**src/rtl/csr_pkg.sv**
```systemverilog
// Purpose: shared constants for the machine-mode CSR file (addresses, mstatus bits, misa, exception codes, CSR ops).
// Latency: n/a (constants and a pure read-modify-write helper).
// Backpressure: n/a.
package csr_pkg;

  // Machine-mode CSR addresses
  localparam logic [11:0] CSR_MSTATUS   = 12'h300;
  localparam logic [11:0] CSR_MISA      = 12'h301;
  localparam logic [11:0] CSR_MTVEC     = 12'h305;
  localparam logic [11:0] CSR_MSCRATCH  = 12'h340;
  localparam logic [11:0] CSR_MEPC      = 12'h341;
  localparam logic [11:0] CSR_MCAUSE    = 12'h342;
  localparam logic [11:0] CSR_MTVAL     = 12'h343;
  localparam logic [11:0] CSR_MCYCLE    = 12'hB00;
  localparam logic [11:0] CSR_MCYCLEH   = 12'hB80;
  localparam logic [11:0] CSR_MINSTRET  = 12'hB02;
  localparam logic [11:0] CSR_MINSTRETH = 12'hB82;
  localparam logic [11:0] CSR_CYCLE     = 12'hC00;
  localparam logic [11:0] CSR_CYCLEH    = 12'hC80;
  localparam logic [11:0] CSR_INSTRET   = 12'hC02;
  localparam logic [11:0] CSR_INSTRETH  = 12'hC82;
  localparam logic [11:0] CSR_MHARTID   = 12'hF14;

  // mstatus fields
  localparam int MSTATUS_MIE  = 3;
  localparam int MSTATUS_MPIE = 7;
  localparam int MSTATUS_MPP_LO = 11;
  localparam int MSTATUS_MPP_HI = 12;

  // RV32I, machine mode only
  localparam logic [31:0] MISA_VAL = 32'h4000_0100;

  // Synchronous exception codes (interrupt bit always 0)
  localparam logic [3:0] EXC_INSTR_MISALIGNED = 4'd0;
  localparam logic [3:0] EXC_INSTR_FAULT      = 4'd1;
  localparam logic [3:0] EXC_ILLEGAL_INSTR    = 4'd2;
  localparam logic [3:0] EXC_BREAKPOINT       = 4'd3;
  localparam logic [3:0] EXC_LOAD_MISALIGNED  = 4'd4;
  localparam logic [3:0] EXC_LOAD_FAULT       = 4'd5;
  localparam logic [3:0] EXC_STORE_MISALIGNED = 4'd6;
  localparam logic [3:0] EXC_STORE_FAULT      = 4'd7;
  localparam logic [3:0] EXC_ECALL_M          = 4'd11;

  // funct3[1:0] encodings
  typedef enum logic [1:0] {
    CSR_OP_NONE = 2'b00,
    CSR_OP_RW   = 2'b01,
    CSR_OP_RS   = 2'b10,
    CSR_OP_RC   = 2'b11
  } csr_op_e;

  function automatic logic [31:0] csr_apply(input csr_op_e op, input logic [31:0] old,
                                            input logic [31:0] src);
    case (op)
      CSR_OP_RW: csr_apply = src;
      CSR_OP_RS: csr_apply = old | src;
      CSR_OP_RC: csr_apply = old & ~src;
      default:   csr_apply = old;
    endcase
  endfunction

endpackage

```
**src/rtl/csr_counter64.sv**
```systemverilog
// Purpose: 64-bit free-running counter with increment enable and independent 32-bit lo/hi write ports.
// Latency: writes and increments visible one clk after the request.
// Backpressure: none; a half write takes priority over that cycle's increment and the other half holds.
// Ports: clk, rst_n (async active-low), inc, wr_lo, wr_hi, wr_data[31:0], cnt[63:0].
module csr_counter64 (
  input  logic        clk,
  input  logic        rst_n,
  input  logic        inc,
  input  logic        wr_lo,
  input  logic        wr_hi,
  input  logic [31:0] wr_data,
  output logic [63:0] cnt
);

  always_ff @(posedge clk or negedge rst_n) begin
    if (!rst_n) begin
      cnt <= '0;
    end else if (wr_lo || wr_hi) begin
      if (wr_lo) cnt[31:0]  <= wr_data;
      if (wr_hi) cnt[63:32] <= wr_data;
    end else if (inc) begin
      cnt <= cnt + 64'd1;  // wraps naturally at 2^64-1
    end
  end

endmodule

```
**src/rtl/csr_file.sv**
```systemverilog
// Purpose: machine-mode CSR file and trap unit; executes CSRRW/S/C(I), owns trap state and counters.
// Latency: rd_data/illegal/redirect/redirect_pc combinational; state updates visible next clk.
// Backpressure: none; trap beats mret beats CSR write in the same cycle.
// Ports: clk, rst_n, csr_w, csr_inm, f3, csr_addr, rs1_data, zimm, retire, trap, trap_cause,
//        trap_pc, trap_val, mret -> rd_data, illegal, redirect, redirect_pc.
// Build option: CSR_COUNTERS_EN enables mcycle/minstret and their user read-only aliases.
module csr_file
  import csr_pkg::*;
#(
  parameter logic [31:0] RESET_MTVEC = 32'h0000_0000,
  parameter logic [31:0] HART_ID     = 32'd0
) (
  input  logic        clk,
  input  logic        rst_n,
  input  logic        csr_w,
  input  logic        csr_inm,
  input  logic [2:0]  f3,
  input  logic [11:0] csr_addr,
  input  logic [31:0] rs1_data,
  input  logic [4:0]  zimm,
  input  logic        retire,
  input  logic        trap,
  input  logic [3:0]  trap_cause,
  input  logic [31:0] trap_pc,
  input  logic [31:0] trap_val,
  input  logic        mret,
  output logic [31:0] rd_data,
  output logic        illegal,
  output logic        redirect,
  output logic [31:0] redirect_pc
);

  logic        mie, mpie;
  logic [29:0] mtvec_q;   // low two bits are hardwired 0
  logic [29:0] mepc_q;
  logic [31:0] mscratch_q, mcause_q, mtval_q;
  logic [31:0] mstatus_rd;

  logic [31:0] src, new_val, old_val;
  logic        impl, wr_eff, do_write;
  logic        f3_unused;
  csr_op_e     op;

  assign f3_unused = f3[2];  // immediate form is signalled by csr_inm instead
  assign op  = csr_op_e'(f3[1:0]);
  assign src = csr_inm ? {27'b0, zimm} : rs1_data;

  // RS/RC with a zero source are pure reads and must not fault on read-only CSRs
  assign wr_eff   = (op == CSR_OP_RW) || (src != 32'd0);
  assign illegal  = csr_w && (!impl || (op == CSR_OP_NONE) ||
                              ((csr_addr[11:10] == 2'b11) && wr_eff));
  assign do_write = csr_w && !illegal && wr_eff && !trap && !mret;
  assign new_val  = csr_apply(op, old_val, src);
  assign rd_data  = old_val;

  assign redirect    = trap | mret;
  assign redirect_pc = trap ? {mtvec_q, 2'b00} : {mepc_q, 2'b00};

  always_comb begin
    mstatus_rd = '0;
    mstatus_rd[MSTATUS_MPP_HI:MSTATUS_MPP_LO] = 2'b11;
    mstatus_rd[MSTATUS_MPIE] = mpie;
    mstatus_rd[MSTATUS_MIE]  = mie;
  end

`ifdef CSR_COUNTERS_EN
  logic [63:0] mcycle, minstret;

  csr_counter64 u_mcycle (
    .clk     (clk),
    .rst_n   (rst_n),
    .inc     (1'b1),
    .wr_lo   (do_write && (csr_addr == CSR_MCYCLE)),
    .wr_hi   (do_write && (csr_addr == CSR_MCYCLEH)),
    .wr_data (new_val),
    .cnt     (mcycle)
  );

  csr_counter64 u_minstret (
    .clk     (clk),
    .rst_n   (rst_n),
    .inc     (retire),
    .wr_lo   (do_write && (csr_addr == CSR_MINSTRET)),
    .wr_hi   (do_write && (csr_addr == CSR_MINSTRETH)),
    .wr_data (new_val),
    .cnt     (minstret)
  );
`else
  logic unused_retire;
  assign unused_retire = retire;
`endif

  always_comb begin
    impl    = 1'b1;
    old_val = '0;
    case (csr_addr)
      CSR_MSTATUS:  old_val = mstatus_rd;
      CSR_MISA:     old_val = MISA_VAL;
      CSR_MTVEC:    old_val = {mtvec_q, 2'b00};
      CSR_MSCRATCH: old_val = mscratch_q;
      CSR_MEPC:     old_val = {mepc_q, 2'b00};
      CSR_MCAUSE:   old_val = mcause_q;
      CSR_MTVAL:    old_val = mtval_q;
      CSR_MHARTID:  old_val = HART_ID;
`ifdef CSR_COUNTERS_EN
      CSR_MCYCLE,    CSR_CYCLE:    old_val = mcycle[31:0];
      CSR_MCYCLEH,   CSR_CYCLEH:   old_val = mcycle[63:32];
      CSR_MINSTRET,  CSR_INSTRET:  old_val = minstret[31:0];
      CSR_MINSTRETH, CSR_INSTRETH: old_val = minstret[63:32];
`else
      // Counters absent: addresses decode as implemented, read 0, writes dropped
      CSR_MCYCLE, CSR_CYCLE, CSR_MCYCLEH, CSR_CYCLEH,
      CSR_MINSTRET, CSR_INSTRET, CSR_MINSTRETH, CSR_INSTRETH: old_val = '0;
`endif
      default:      impl = 1'b0;
    endcase
  end

  always_ff @(posedge clk or negedge rst_n) begin
    if (!rst_n) begin
      mie        <= 1'b0;
      mpie       <= 1'b0;
      mtvec_q    <= RESET_MTVEC[31:2];
      mscratch_q <= '0;
      mepc_q     <= '0;
      mcause_q   <= '0;
      mtval_q    <= '0;
    end else if (trap) begin
      mepc_q   <= trap_pc[31:2];
      mcause_q <= {28'b0, trap_cause};
      mtval_q  <= trap_val;
      mpie     <= mie;
      mie      <= 1'b0;
    end else if (mret) begin
      mie  <= mpie;
      mpie <= 1'b1;
    end else if (do_write) begin
      case (csr_addr)
        CSR_MSTATUS: begin
          mie  <= new_val[MSTATUS_MIE];
          mpie <= new_val[MSTATUS_MPIE];
        end
        CSR_MTVEC:    mtvec_q    <= new_val[31:2];
        CSR_MSCRATCH: mscratch_q <= new_val;
        CSR_MEPC:     mepc_q     <= new_val[31:2];
        CSR_MCAUSE:   mcause_q   <= new_val;
        CSR_MTVAL:    mtval_q    <= new_val;
        default: ;
      endcase
    end
  end

endmodule

```
**config.mk**
```make
export PLATFORM = sky130hd
export DESIGN_NAME = csr_file
export DESIGN_NICKNAME = d
export VERILOG_FILES = /design/src/rtl/csr_pkg.sv /design/src/rtl/csr_counter64.sv /design/src/rtl/csr_file.sv
export SDC_FILE = /design/constraint.sdc
export NUM_CORES = 1
export LEC_CHECK = 0
export CAP_MARGIN = 20
export CELL_PAD_IN_SITES_DETAIL_PLACEMENT = 0
export CELL_PAD_IN_SITES_GLOBAL_PLACEMENT = 2
export CORE_MARGIN = 4
export CORE_UTILIZATION = 33
export DETAILED_ROUTE_END_ITERATION = 12
export MAX_ROUTING_LAYER = met4
export PLACE_DENSITY = 0.88
export REMOVE_ABC_BUFFERS = 1
export SYNTH_ARGS = -nofsm -noshare
export SYNTH_HDL_FRONTEND = slang
export SYNTH_SLANG_ARGS = --single-unit
```
**constraint.sdc**
```tcl
create_clock -name clk -period 3.6 [get_ports clk]
set_input_delay 0.9 -clock clk [delete_from_list [all_inputs] [get_ports clk]]
set_output_delay 0.9 -clock clk [all_outputs]
set_load 0.02 [all_outputs]
```
==> results.yml, run 1 <==
yosys:
  yosys.area.top_type: "dfrtp_1"
  synth_seq_cells: 158
  synth_compound_area_frac: 0.198
  synth_top_family_by_area: "compound AO/OA/AOI/OAI gates"
  yosys_warnings: 0
  yosys.cell_types.count: 72
  ys_seq_area_frac: 0.385
  synthesis.instances: 1094
  synth_area_leaders: "dfrtp_1 (39%), mux2i_1 (11%), mux2_2 (8.6%)"
  synthXorXnorAreaFrac: 0
  synthMuxAreaShare: 0.191
  syn_area_mm2: 0.0103
  synth-adder-area-share: 0
  synthFlopType: "dfrtp_1"
  async_flop_share: 1.00
  avgSynthCellArea_um2: 9.38
  synth_edf_count: 0
  synthSimpleGateAreaFrac: 0.170
  synth_top_area_frac: 0.385
place:
  portBuffers: 186
  place_hpwl_mm: 29.3
  dp.cells: 1789
  place_congestion: 0.954
pwr:
  powerDensity_mw_per_mm2: 314
  power.total_uw: 4660
  p_leak_uw: 0.00687
  irDropWorstVdd_mv: 0.336
cts:
  cts_tree: "yes"
  cts_buffer_depth: 2
  hold_buffers: 0
  cts_root_buf: "clkbuf_16"
  cts_sinks: 158
  clk_pin_slew_worst_paths_ns: 0.07
  ctsHtreeMaxLevel: 4
  clkLatencyLatePin_ns: 0.44
  cts_buffers: 17
run_status:
  outcome: "completed"
global_route:
  grtUsageTotal: 0.244
  overflow: 0
  grt_pass1_vias: 10500
  grt_max_degree: 69
  antenna_found_initial: 2
  grt_first_pass_wirelength_mm: 62.2
route:
  vias_per_cell: 5.53
  num_vias: 10100
  wl_per_cell_um: 21.9
  postRouteAntennaNets: 0
  detailedRoute.firstIterationViolations: 761
  route.detailed.drc: 0
  dr.pass1.iters: 7
  wl_mm: 40.2
floorplan:
  initial_core_util: 0.335
  core_mm2: 0.0306
  ioPinCount: 193
  die_h_um: 184
  die-area_mm2: 0.0340
  die_w_um: 184
  placementRows: 64
setup_path:
  regToRegSetupSlack_ns: 1.59
  cpMaxStageDelayCell: "or3_1"
  r2r_start: "mcause_q[11]"
  path_cells: "dlygate4sd2_1 -> or3_1 -> or2_2 -> nor4b_2 -> o31ai_1 -> o21a_1 -> buf_6"
  cp.required_ns: 2.70
  crit_family: "simple AND/OR/NAND/NOR gates"
  r2r_cells: 8
  start_kind: "primary input"
  startpoint: "csr_addr[4]"
  r2r_end: "mtval_q[11]"
  cp_num_cells: 7
  max_stage_delay_ns: 0.39
  path_max_fanout: 4
  crit_type: "primary input to output port"
  crit_end: "illegal"
  cp-end-kind: "output port"
  path_buf_inv: 2
  cp_data_arrival_time_ns: 2.67
cells_and_area:
  drive_gt1_frac: 0.308
  seq_area_mm2: 0.00395
  nets: 1550
  multiInputGateArea_mm2: 0.00597
  syn_to_final_growth_pct: 44.4
  layoutNonFillerInstCount: 1834
  fill_cells: 2938
timing:
  timing.hold.ws_ns: 0.400
  min_period_ns: 3.57
  maxSlewViolCount: 0
  rsz0062_at_grt: "yes"
  slew_headroom: 0.490
  period_share: 0.993
  final.setup_skew_ns: 0.00873
  tightest_slew_ns: 0.764
  fmax_mhz: 280
  finalHoldViolCount: 0
  setup_violations: 0
hold_path:
  hp-class: "primary input to asynchronous set/reset pin"
run:
  drv_cap: 0
layout make-up:
| type | count | area share |
|---|---|---|
| diodes | 2 | 0.000338 |
| clock buffers | 18 | 0.0296 |
| clock inverters | 14 | 0.0116 |
| inverters | 12 | 0.00304 |
| multi-input cells | 821 | 0.403 |
| flip-flops and latches | 158 | 0.267 |
| well taps | 396 | 0.0334 |
| repair buffers | 413 | 0.252 |
routing by layer:
metal  track usage  share of wire
met5             -              0
met4        0.0592          0.015
met3        0.0369          0.060
met2         0.374           0.45
met1         0.342           0.47
kinds of logic after synthesis:
| group | count (synthesis) |
|---|---|
| and+or+nand+nor | 340 |
| buffers and inverters | 116 |
| AOI/OAI and AO/OA | 293 |
| muxes | 186 |
| other | 1 |
| DFF | 158 |
repair_timing:
action,in CTS,in global routing
pin swaps,7,10
resized for setup,200,45
gates cloned,1,0
endpoints found under the hold margin,0,0
buffers inserted,11,0
endpoints found under the setup margin,33,16
power breakdown:
part | switching [µW] | internal [µW]
clock network | 919 | 960
logic | 468 | 425
registers | 45.4 | 1840
state kept, by name, summed over array words and instances, names as in the netlist:
register    cells
mscratch_q     32
mcause_q       32
mtvec_q        30
mtval_q        32
mie             1
mpie            1
mepc_q         30
cells in the final DEF, fill, tap and decap left out, drive strengths merged, types with 3 or more instances in the layout:
master	instances
o31ai	3
nand3b	10
clkbuf	26
dlymetal6s2s	9
buf	258
dfrtp	158
nand4	4
o21ai	101
a211oi	10
or3b	3
a221oi	25
nor2b	14
nor3	14
dlygate4sd2	18
o22ai	27
mux2i	108
clkinv	6
nand2	186
a21o	5
or3	6
o211ai	14
clkdlybuf4s15	8
a22oi	5
nor3b	3
a222oi	24
nand3	3
and2	5
nor2	19
mux2	78
nand4b	22
inv	19
a31oi	3
or2	7
nor4	35
a21oi	33
clkdlybuf4s50	112
nand2b	4
a22o	23
a221o	3
per-stage QoR:
step                      utilization  TNS (ns)  cell area (µm²)  setup WS [ns]
final                           0.484         0            14800         0.0261
after global routing            0.484   -0.0198            14800        -0.0198
after CTS                       0.484   -0.0144            14800        -0.0144
after detailed placement        0.458    -30.82            14000         -0.791
after global placement          0.458    -36.67            14000         -0.836
after floorplan                     -    -19.15             9740         -0.764
cell usage after synthesis (3+ instances only):
cell,count
nand4b_1,22
a211oi_1,6
nor4_1,32
nand3_1,3
o22ai_1,27
clkbuf_1,56
or3_1,6
a21o_1,5
o211ai_2,3
dfrtp_1,158
nand4_1,4
buf_1,7
a211oi_2,4
a221oi_1,25
a22oi_1,5
o21ai_1,46
nand2b_1,4
nand2_1,186
a221o_1,3
o31ai_1,3
a222oi_1,24
inv_1,10
buf_2,24
mux2i_1,108
nor3_1,12
mux2_2,78
nor2b_1,14
o21ai_0,54
buf_6,9
and2_1,4
o211ai_1,10
a31oi_1,3
or2_2,6
nand3b_1,10
a22o_1,23
nor3b_1,3
buf_4,8
nor2_1,19
a21oi_1,33
how the worst min path moves through the flow:
stage                     to  slack (ns)
3_5_place_dp   mscratch_q[8]        0.48
6_report         mcause_q[2]        0.40
4_1_cts           mtval_q[2]        0.41
5_1_grt           mtval_q[2]        0.42
2_1_floorplan  mscratch_q[0]        0.45
3_3_place_gp   mscratch_q[0]        0.46
(Power assumes the default switching activity.)
==> inputs of run 2 (changes only) <==
--- a/config.mk
+++ b/config.mk
@@ -5,7 +5,7 @@
 export SDC_FILE = /design/constraint.sdc
 export NUM_CORES = 1
 export LEC_CHECK = 0
-export CAP_MARGIN = 20
+export CAP_MARGIN = 40
 export CELL_PAD_IN_SITES_DETAIL_PLACEMENT = 0
 export CELL_PAD_IN_SITES_GLOBAL_PLACEMENT = 2
 export CORE_MARGIN = 4
==> results of run 2 <==
No change in the layout: final DEF, timing and power equal those of run 1.
